==> src/rtl/loader_seq_pkg.sv <==
// loader_seq_pkg: shared types and sizing helpers for the loader sequencer.
package loader_seq_pkg;

  typedef enum logic [2:0] {
    IDLE,
    FETCH,
    WAIT_DATA,
    DRIVE,
    GAP,
    FINISH
  } state_t;

  // Width of the slave-level target field carried in the top bits of each word.
  function automatic int tgt_w(input int nb_slaves);
    return $clog2(nb_slaves + 2);
  endfunction

  function automatic int max3(input int a, input int b, input int c);
    int m;
    m = (a > b) ? a : b;
    return (m > c) ? m : c;
  endfunction

  // Shared timer must hold the largest of hold, gap and timeout loads.
  function automatic int tmr_w(input int hold, input int gap, input int tmo);
    return $clog2(max3(hold, gap, tmo) + 1);
  endfunction

  localparam int DEF_TMR_W = tmr_w(2, 1, 15);

endpackage

==> src/rtl/loader_seq_timer.sv <==
// loader_seq_timer: loadable down-counter; o_zero flags expiry. Shared by
// the hold, gap and read-timeout phases of the sequencer.
module loader_seq_timer
  import loader_seq_pkg::*;
#(
  parameter int W = DEF_TMR_W
) (
  input  logic         CLK,
  input  logic         RESET,
  input  logic         i_load,
  input  logic [W-1:0] i_val,
  output logic         o_zero
);

  logic [W-1:0] r_cnt;

  // Load on request, otherwise count down and park at zero.
  always_ff @(posedge CLK) begin
    if (!RESET)            r_cnt <= '0;
    else if (i_load)       r_cnt <= i_val;
    else if (r_cnt != '0)  r_cnt <= r_cnt - 1'b1;
  end

  assign o_zero = (r_cnt == '0);

endmodule

==> src/rtl/loader_seq_ctrl.sv <==
// loader_seq_ctrl: walks COUNT config words from BASE, presents each as
// ADDRESS and frames it with one SELECT_LEVEL pulse followed by a gap.
// Optional build macro LOADER_SEQ_TARGET_CHECK_EN: words whose target field
// exceeds NB_SLAVES+2 raise ERROR and are skipped (no select pulse).
module loader_seq_ctrl
  import loader_seq_pkg::*;
#(
  parameter int ADDRESS_SIZE   = 10,
  parameter int MEM_ADDR_SIZE  = 8,
  parameter int COUNT_SIZE     = 8,
  parameter int NB_SLAVES      = 4,
  parameter int HOLD_CYCLES    = 2,
  parameter int GAP_CYCLES     = 1,
  parameter int TIMEOUT_CYCLES = 15
) (
  input  logic                     CLK,
  input  logic                     RESET,
  input  logic                     START,
  input  logic [MEM_ADDR_SIZE-1:0] BASE,
  input  logic [COUNT_SIZE-1:0]    COUNT,
  input  logic                     ABORT,
  output logic                     BUSY,
  output logic                     DONE,
  output logic                     ERROR,
  output logic                     MEM_RD_EN,
  output logic [MEM_ADDR_SIZE-1:0] MEM_ADDR,
  input  logic                     MEM_RD_VALID,
  input  logic [ADDRESS_SIZE-1:0]  MEM_RD_DATA,
  output logic                     SELECT_LEVEL,
  output logic [ADDRESS_SIZE-1:0]  ADDRESS
);

  localparam int TMR_W = tmr_w(HOLD_CYCLES, GAP_CYCLES, TIMEOUT_CYCLES);
  localparam int TGT_W = tgt_w(NB_SLAVES);

  state_t                   r_state;
  logic [MEM_ADDR_SIZE-1:0] r_ptr;
  logic [COUNT_SIZE-1:0]    r_rem;
  logic                     r_busy, r_done, r_err, r_rd_en, r_sel;
  logic [MEM_ADDR_SIZE-1:0] r_mem_addr;
  logic [ADDRESS_SIZE-1:0]  r_addr;

  logic             w_ld;
  logic [TMR_W-1:0] w_ld_val;
  logic             w_zero;
  logic             w_tgt_bad;

`ifdef LOADER_SEQ_TARGET_CHECK_EN
  // Extra bit so NB_SLAVES+2 is representable even when it is a power of two.
  localparam logic [TGT_W:0] TGT_MAX = (TGT_W+1)'(NB_SLAVES + 2);
  assign w_tgt_bad = ({1'b0, MEM_RD_DATA[ADDRESS_SIZE-1 -: TGT_W]} > TGT_MAX);
`else
  assign w_tgt_bad = 1'b0;
`endif

  // Timer loads: a timer loaded with N-1 expires after N cycles in the phase;
  // the read timeout loads the full count so WAIT_DATA lasts TIMEOUT+1 cycles.
  always_comb begin
    w_ld     = 1'b0;
    w_ld_val = '0;
    case (r_state)
      FETCH: begin
        w_ld     = 1'b1;
        w_ld_val = TMR_W'(TIMEOUT_CYCLES);
      end
      WAIT_DATA: if (MEM_RD_VALID) begin
        w_ld     = 1'b1;
        w_ld_val = w_tgt_bad ? TMR_W'(GAP_CYCLES - 1) : TMR_W'(HOLD_CYCLES - 1);
      end
      DRIVE: if (w_zero) begin
        w_ld     = 1'b1;
        w_ld_val = TMR_W'(GAP_CYCLES - 1);
      end
      default: ;
    endcase
  end

  loader_seq_timer #(.W(TMR_W)) u_timer (
    .CLK    (CLK),
    .RESET  (RESET),
    .i_load (w_ld),
    .i_val  (w_ld_val),
    .o_zero (w_zero)
  );

  // Sequencer FSM with registered outputs; strobes default low each cycle.
  always_ff @(posedge CLK) begin
    if (!RESET) begin
      r_state    <= IDLE;
      r_ptr      <= '0;
      r_rem      <= '0;
      r_busy     <= 1'b0;
      r_done     <= 1'b0;
      r_err      <= 1'b0;
      r_rd_en    <= 1'b0;
      r_sel      <= 1'b0;
      r_mem_addr <= '0;
      r_addr     <= '0;
    end else begin
      r_done  <= 1'b0;
      r_rd_en <= 1'b0;
      r_sel   <= 1'b0;
      if (ABORT && r_state != IDLE) begin
        r_state <= IDLE;
        r_busy  <= 1'b0;
      end else begin
        case (r_state)
          IDLE: if (START && !ABORT) begin
            r_err  <= 1'b0;
            r_busy <= 1'b1;
            if (COUNT != '0) begin
              r_ptr   <= BASE;
              r_rem   <= COUNT;
              r_state <= FETCH;
            end else begin
              r_state <= FINISH;
            end
          end
          FETCH: begin
            r_rd_en    <= 1'b1;
            r_mem_addr <= r_ptr;
            r_state    <= WAIT_DATA;
          end
          WAIT_DATA: begin
            if (MEM_RD_VALID) begin
              if (w_tgt_bad) begin
                r_err   <= 1'b1;
                r_state <= GAP;
              end else begin
                r_addr  <= MEM_RD_DATA;
                r_state <= DRIVE;
              end
            end else if (w_zero) begin
              r_err   <= 1'b1;
              r_busy  <= 1'b0;
              r_state <= IDLE;
            end
          end
          DRIVE: begin
            r_sel <= 1'b1;
            if (w_zero) r_state <= GAP;
          end
          GAP: if (w_zero) begin
            r_ptr   <= r_ptr + 1'b1;
            r_rem   <= r_rem - 1'b1;
            r_state <= (r_rem == COUNT_SIZE'(1)) ? FINISH : FETCH;
          end
          FINISH: begin
            r_done  <= 1'b1;
            r_busy  <= 1'b0;
            r_state <= IDLE;
          end
          default: begin
            r_busy  <= 1'b0;
            r_state <= IDLE;
          end
        endcase
      end
    end
  end

  assign BUSY         = r_busy;
  assign DONE         = r_done;
  assign ERROR        = r_err;
  assign MEM_RD_EN    = r_rd_en;
  assign MEM_ADDR     = r_mem_addr;
  assign SELECT_LEVEL = r_sel;
  assign ADDRESS      = r_addr;

endmodule

==> config.mk <==
export PLATFORM = sky130hd
export DESIGN_NAME = loader_seq_ctrl
export DESIGN_NICKNAME = d
export VERILOG_FILES = /design/src/rtl/loader_seq_pkg.sv /design/src/rtl/loader_seq_timer.sv /design/src/rtl/loader_seq_ctrl.sv
export SDC_FILE = /design/constraint.sdc
export NUM_CORES = 1
export LEC_CHECK = 0
export CAP_MARGIN = 0
export CORE_ASPECT_RATIO = 0.9
export CORE_MARGIN = 2
export CORE_UTILIZATION = 50
export DETAILED_ROUTE_END_ITERATION = 12
export PLACE_DENSITY = 0.91
export SLEW_MARGIN = 20
export SYNTH_ARGS = -nofsm -noshare
export SYNTH_HDL_FRONTEND = slang
export SYNTH_SLANG_ARGS = --single-unit
export TNS_END_PERCENT = 20
==> constraint.sdc <==
create_clock -name CLK -period 2.9 [get_ports CLK]
set_input_delay 0.435 -clock CLK [delete_from_list [all_inputs] [get_ports CLK]]
set_output_delay 0.435 -clock CLK [all_outputs]
set_load 0.02 [all_outputs]
# After elaboration in Yosys (flattened, before gate mapping)
# Cells that the tools add are included.
dict set report totals {
  output_inout_bits 23
  wordCells 83
  reg_bits 46
  input_bits 31
}
dict set report op_classes {
  eq_ne 13
  n_mux 34
  reduce_logical 19
  bitwise_logic 3
  addsub 3
}
# operator n
set op_table {}
lappend op_table {{8-bit two-way mux} 6}
lappend op_table {{8-bit case mux with 2 select lines} 2}
lappend op_table {{3-bit two-way mux} 7}
lappend op_table {{3-bit case mux with 5 select lines} 1}
lappend op_table {{1-bit two-way mux} 12}
lappend op_table {{5-bit AND reduction} 2}
lappend op_table {{8-bit by 1-bit adder with 8-bit output, second input constant} 1}
lappend op_table {{8-bit by 1-bit equality test with 1-bit output, second input constant} 1}
lappend op_table {{4-bit two-way mux} 2}
lappend op_table {{4-bit case mux with 2 select lines} 1}
lappend op_table {{4-bit AND reduction} 2}
lappend op_table {{8-bit nonzero test} 1}
lappend op_table {{8-bit by 1-bit subtractor with 8-bit output, second input constant} 1}
lappend op_table {{3-bit by 2-bit equality test with 1-bit output, second input constant} 2}
lappend op_table {{3-bit equality test, second input constant} 2}
lappend op_table {{2-bit by 1-bit inequality test with 1-bit output, second input constant} 3}
lappend op_table {{2-bit inequality test, second input constant} 3}
lappend op_table {{1-bit case mux with 3 select lines} 2}
lappend op_table {{2-bit nonzero test} 3}
lappend op_table {{4-bit logical NOT} 1}
lappend op_table {{4-bit nonzero test} 1}
lappend op_table {{4-bit by 1-bit subtractor with 4-bit output, second input constant} 1}
lappend op_table {{3-bit by 1-bit equality test with 1-bit output, second input constant} 1}
lappend op_table {{3-bit logical NOT} 1}
lappend op_table {{10 further kinds} 13}

# Depth between registers and ports, before layout
dict set report logic_depth {
  depth_word 4
  depth_mapped 8
  depth_no_buf 7
}

# By module
# From an unflattened synthesis, not the netlist that was laid out.
dict set report unflattened {
  hier_cells 287
  hier_area_um2 2446.1
}
# mod area_per_inst_um2 seq_area_each_um2 cells_each instances
set modules_own_cells {}
lappend modules_own_cells {loader_seq_ctrl 2215.9 840.8 264 1}
lappend modules_own_cells {loader_seq_timer 230.2 80.1 23 1}

# Worst setup path before layout
# Ideal clock, no wire load.
dict set report synth_path {
  path_kind {reg2reg}
  from {reg u_timer.r_cnt[0]}
  to {reg r_ptr[4]}
  required_time_ns 2.826
  arrival_time_ns 1.742
  path_stages_with_launch 8
  period_less_slack_ns 1.816
  slack_ns 1.084
  setup_ns 0.074
  n_path_buf 0
  cell_sequence {dfxtp_1 -> inv_1 -> ha_1 -> nor3b_4 -> nand2_1 -> o22a_1 -> or4_1 -> a31oi_1}
}
dict set report synth_between {
  elab_chain_cells 3
}
# element line
set synth_lines {}
lappend synth_lines {{start, declared} loader_seq_timer.sv:15} ;# logic [W-1:0] r_cnt;
lappend synth_lines {{start signal, assigned} loader_seq_timer.sv:20} ;# else if (i_load) r_cnt <= i_val;
lappend synth_lines {{start signal, assigned} loader_seq_timer.sv:21} ;# else if (r_cnt != '0) r_cnt <= r_cnt - 1'b1;
lappend synth_lines {{4-bit logical NOT} loader_seq_timer.sv:24} ;# assign o_zero = (r_cnt == '0);
lappend synth_lines {{2-bit by 1-bit inequality test with 1-bit output (no line)} --}
lappend synth_lines {{5-bit AND reduction (no line)} --}
lappend synth_lines {{end signal, assigned} loader_seq_ctrl.sv:144} ;# r_ptr <= r_ptr + 1'b1;
lappend synth_lines {{end, declared} loader_seq_ctrl.sv:37} ;# logic [MEM_ADDR_SIZE-1:0] r_ptr;
# No other way between the ends.
# A chain may end at the register's enable or synchronous reset.

# Final worst setup path
# Ends and elaborated chain as after synthesis.

==> results.toml <==
[synth]
synth_top_family_by_area = "simple AND/OR/NAND/NOR gates"
avgSynthCellArea_sq_um = 7.891
synth_xor_area_frac = 0.003867
yosysMostFrequentCell = "nand2_1"
synthMuxAreaShare = 0.04862
ys.warnings.count = 0
synth_area_leaders = "dfxtp_1 41%, nand2_1 8.1%, a21oi_1 7.5%, nor2_1 5.0%, mux2i_1 4.9%"
synth_compound_area_frac = 0.2033
synth-seq-cells = 46
post-synth-top-area-cell = "dfxtp_1"
yosys-top-cells-count = "49 x nand2_1, 46 x dfxtp_1, 34 x a21oi_1"
syn_inst = 287
post_synth_num_cell_types = 50
async_flop_share = 0
synth-simple-area-share = 0.2713
ys.flop_type = "dfxtp_1"
synth_area_sq_um = 2265
synth_edf_count = 0
yosysSeqAreaShare = 0.4066
yosysTopAreaCellShare = 0.4066
syn_nets = 322
synth-adder-area-share = 0.02210

[die]
pin_count = 54
coreArea_sq_um = 4403
rows = 23
die_w_um = 74.94
start_util = 0.5144
die_y_um = 67.85
dieArea_sq_um = 5084

[placement]
port_buffers = 53
hpwlAfterDp_um = 3654
place_congestion = 0.9152

[sta]
period_share = 0.7685
hold_viol = 0
max_slew.worst_pin.slew_ns = 0.7006
slew_headroom = 0.5329
finClkSkew_ns = 0.007951
slew_violations = 0
setup_viol_count_final = 0
period_needed_ns = 2.229
fmax_mhz = 448.7
fin_tns_setup_ns = 0
rsz0062_at_grt = "no"

[final_layout]
area_growth_pct = 30.11
diodes = 0
utilization = 0.6692
fill_cells = 383
drive_gt1_frac = 0.06805
finalNetCount = 372

[clocking]
cts_resized = 0
cts.sinks = 46
cts_buffer_depth = 2
clk_latency_ns = 0.31
htree_levels = 2
holdBufCountCts = 0
cts-root-buf = "clkbuf_8"
postCtsSetupBuffers = 0
cts_made_buffers = 5
clk_pin_slew_worst_paths_ns = 0.09
cts_tree = "built"

[power]
power_frac_clock = 0.224
pwr_density_cell_nw_per_um2 = 602.8
seq_power_share = 0.446
ir_worst_vdd_mv = 0.2952
power_frac_comb = 0.330
switching_share = 0.3565
p_int_uw = 1143
p_sw_uw = 633.2
power_leakage_uw = 0.001045

[global_routing]
grt_overflow = 0
grt_pass1_wl_um = 8300
antenna_found_initial = 0
grt_pass1_vias = 1854
grt_use_total = 0.2110
grt_max_degree = 38

[flow_run]
drv_cap = 0

[setup_path]
crit_slowest_cell = "or4_1"
critical_path_class = "flop to flop"
cp_max_fo = 22
max_stage_delay_ns = 0.47
cp_num_buf_inv = 2
cp-start-kind = "flop"
crit_family = "simple AND/OR/NAND/NOR gates"
worst-endpoint-required_ns = 3.14
end_kind = "flop"
path_cells = "inv_1 -> ha_1 -> nor3b_4 -> nand2_1 -> o22a_1 -> buf_4 -> or4_1 -> a31oi_1"
critPathArrivalTime_ns = 2.46

[detailed_routing]
vias_per_cell = 5.640
drt_iter0_drc = 185
routed_wirelength_um = 5330
num_vias = 2256
ant_nets = 0
firstDrtPassIters = 4
wire_per_inst_um = 13.33
post-route-drc-count = 0

[hold_path]
hp-class = "flop to flop"

[run_status]
outcome = "finished, final reports clean"
state kept, by name, summed over array words and instances (netlist names):
name,count
ERROR,1
r_state,3
BUSY,1
MEM_ADDR,8
MEM_RD_EN,1
r_rem,8
r_ptr,8
SELECT_LEVEL,1
ADDRESS,10
DONE,1
u_timer.r_cnt,4
metrics by stage:
stage | instances | setup WS (ns) | total power [uW] | hold slack, ns | area [sq um]
3_5_place_dp | 392 | 0.4670 | 1384 | 0.4493 | 2856
3_3_place_gp | 392 | 0.5056 | 1368 | 0.4444 | 2856
2_1_floorplan | 287 | 1.084 | 1217 | 0.4415 | 2265
4_1_cts | 400 | 0.6807 | 1778 | 0.4627 | 2947
6_report | 400 | 0.6713 | 1776 | 0.4591 | 2947
5_1_grt | 400 | 0.5185 | 1879 | 0.4793 | 2947
layout by cell type (no fill, tap or decap), types with 6 or more instances in the layout:
| cell type | netlist | final |
|---|---|---|
| o21ai_0 | 12 | 12 |
| nand3_1 | 8 | 8 |
| inv_1 | 6 | 6 |
| a21oi_1 | 34 | 34 |
| nor3_1 | 10 | 9 |
| dfxtp_1 | 46 | 46 |
| nand2_1 | 49 | 49 |
| a211oi_1 | 6 | 6 |
| mux2i_1 | 11 | 11 |
| nor2_1 | 30 | 30 |
| buf_4 | 1 | 7 |
| clkdlybuf4s50_1 | 0 | 53 |
cell families (layout without fill, tap and decap cells):
kind of cell | Yosys count | after routing
muxes | 11 | 11
and+or+nand+nor | 126 | 126
xor gates and xnor gates | 1 | 1
AOI/OAI and AO/OA | 75 | 75
DFF | 46 | 46
adders and majority gates | 4 | 4
buffers and inverters | 24 | 75
layer usage:
metal  up-vias  wire (um)  GRT usage
li1       1117          -          -
met1      1043       2482     0.2955
met2        88       2413     0.3202
met3         8        348    0.03976
met4         0         84    0.08482
met5         -          0          0
worst paths after layout:
kind	slack [ns]	to	cells past startpoint	from
setup reg to reg	0.67	r_ptr[4]	8	u_timer.r_cnt[0]
hold / removal	0.46	MEM_ADDR[4]	2	MEM_ADDR[4]
setup / recovery	0.67	r_ptr[4]	8	u_timer.r_cnt[0]
hold reg to reg	0.46	MEM_ADDR[4]	2	MEM_ADDR[4]
worst reg2reg max path, cell delays in order, from the launching register on:
cell	delay (ns)
dfxtp_1	0.33
inv_1	0.09
ha_1	0.23
nor3b_4	0.36
nand2_1	0.12
o22a_1	0.20
buf_4	0.20
or4_1	0.48
a31oi_1	0.16
area by class of cell:
class / count / area (sq um) / share of cell area
inverters: 7 / 26.28 / 0.008917
well taps: 62 / 77.57 / 0.02633
repair buffers: 60 / 583.1 / 0.1979
clock buffers: 5 / 68.82 / 0.02335
clock inverters: 3 / 21.27 / 0.007219
flip-flops and latches: 46 / 920.9 / 0.3125
multi-input cells: 217 / 1249 / 0.4238
power by group through the flow:
stage / Sequential, uW / Combinational, uW / Clock, uW
3_3_place_gp: 800 / 568 / 0
3_5_place_dp: 801 / 582 / 0
2_1_floorplan: 788 / 429 / 0
5_1_grt: 802 / 652 / 425
4_1_cts: 787 / 585 / 406
6_report: 792 / 586 / 398
(Power assumes the default switching activity.)
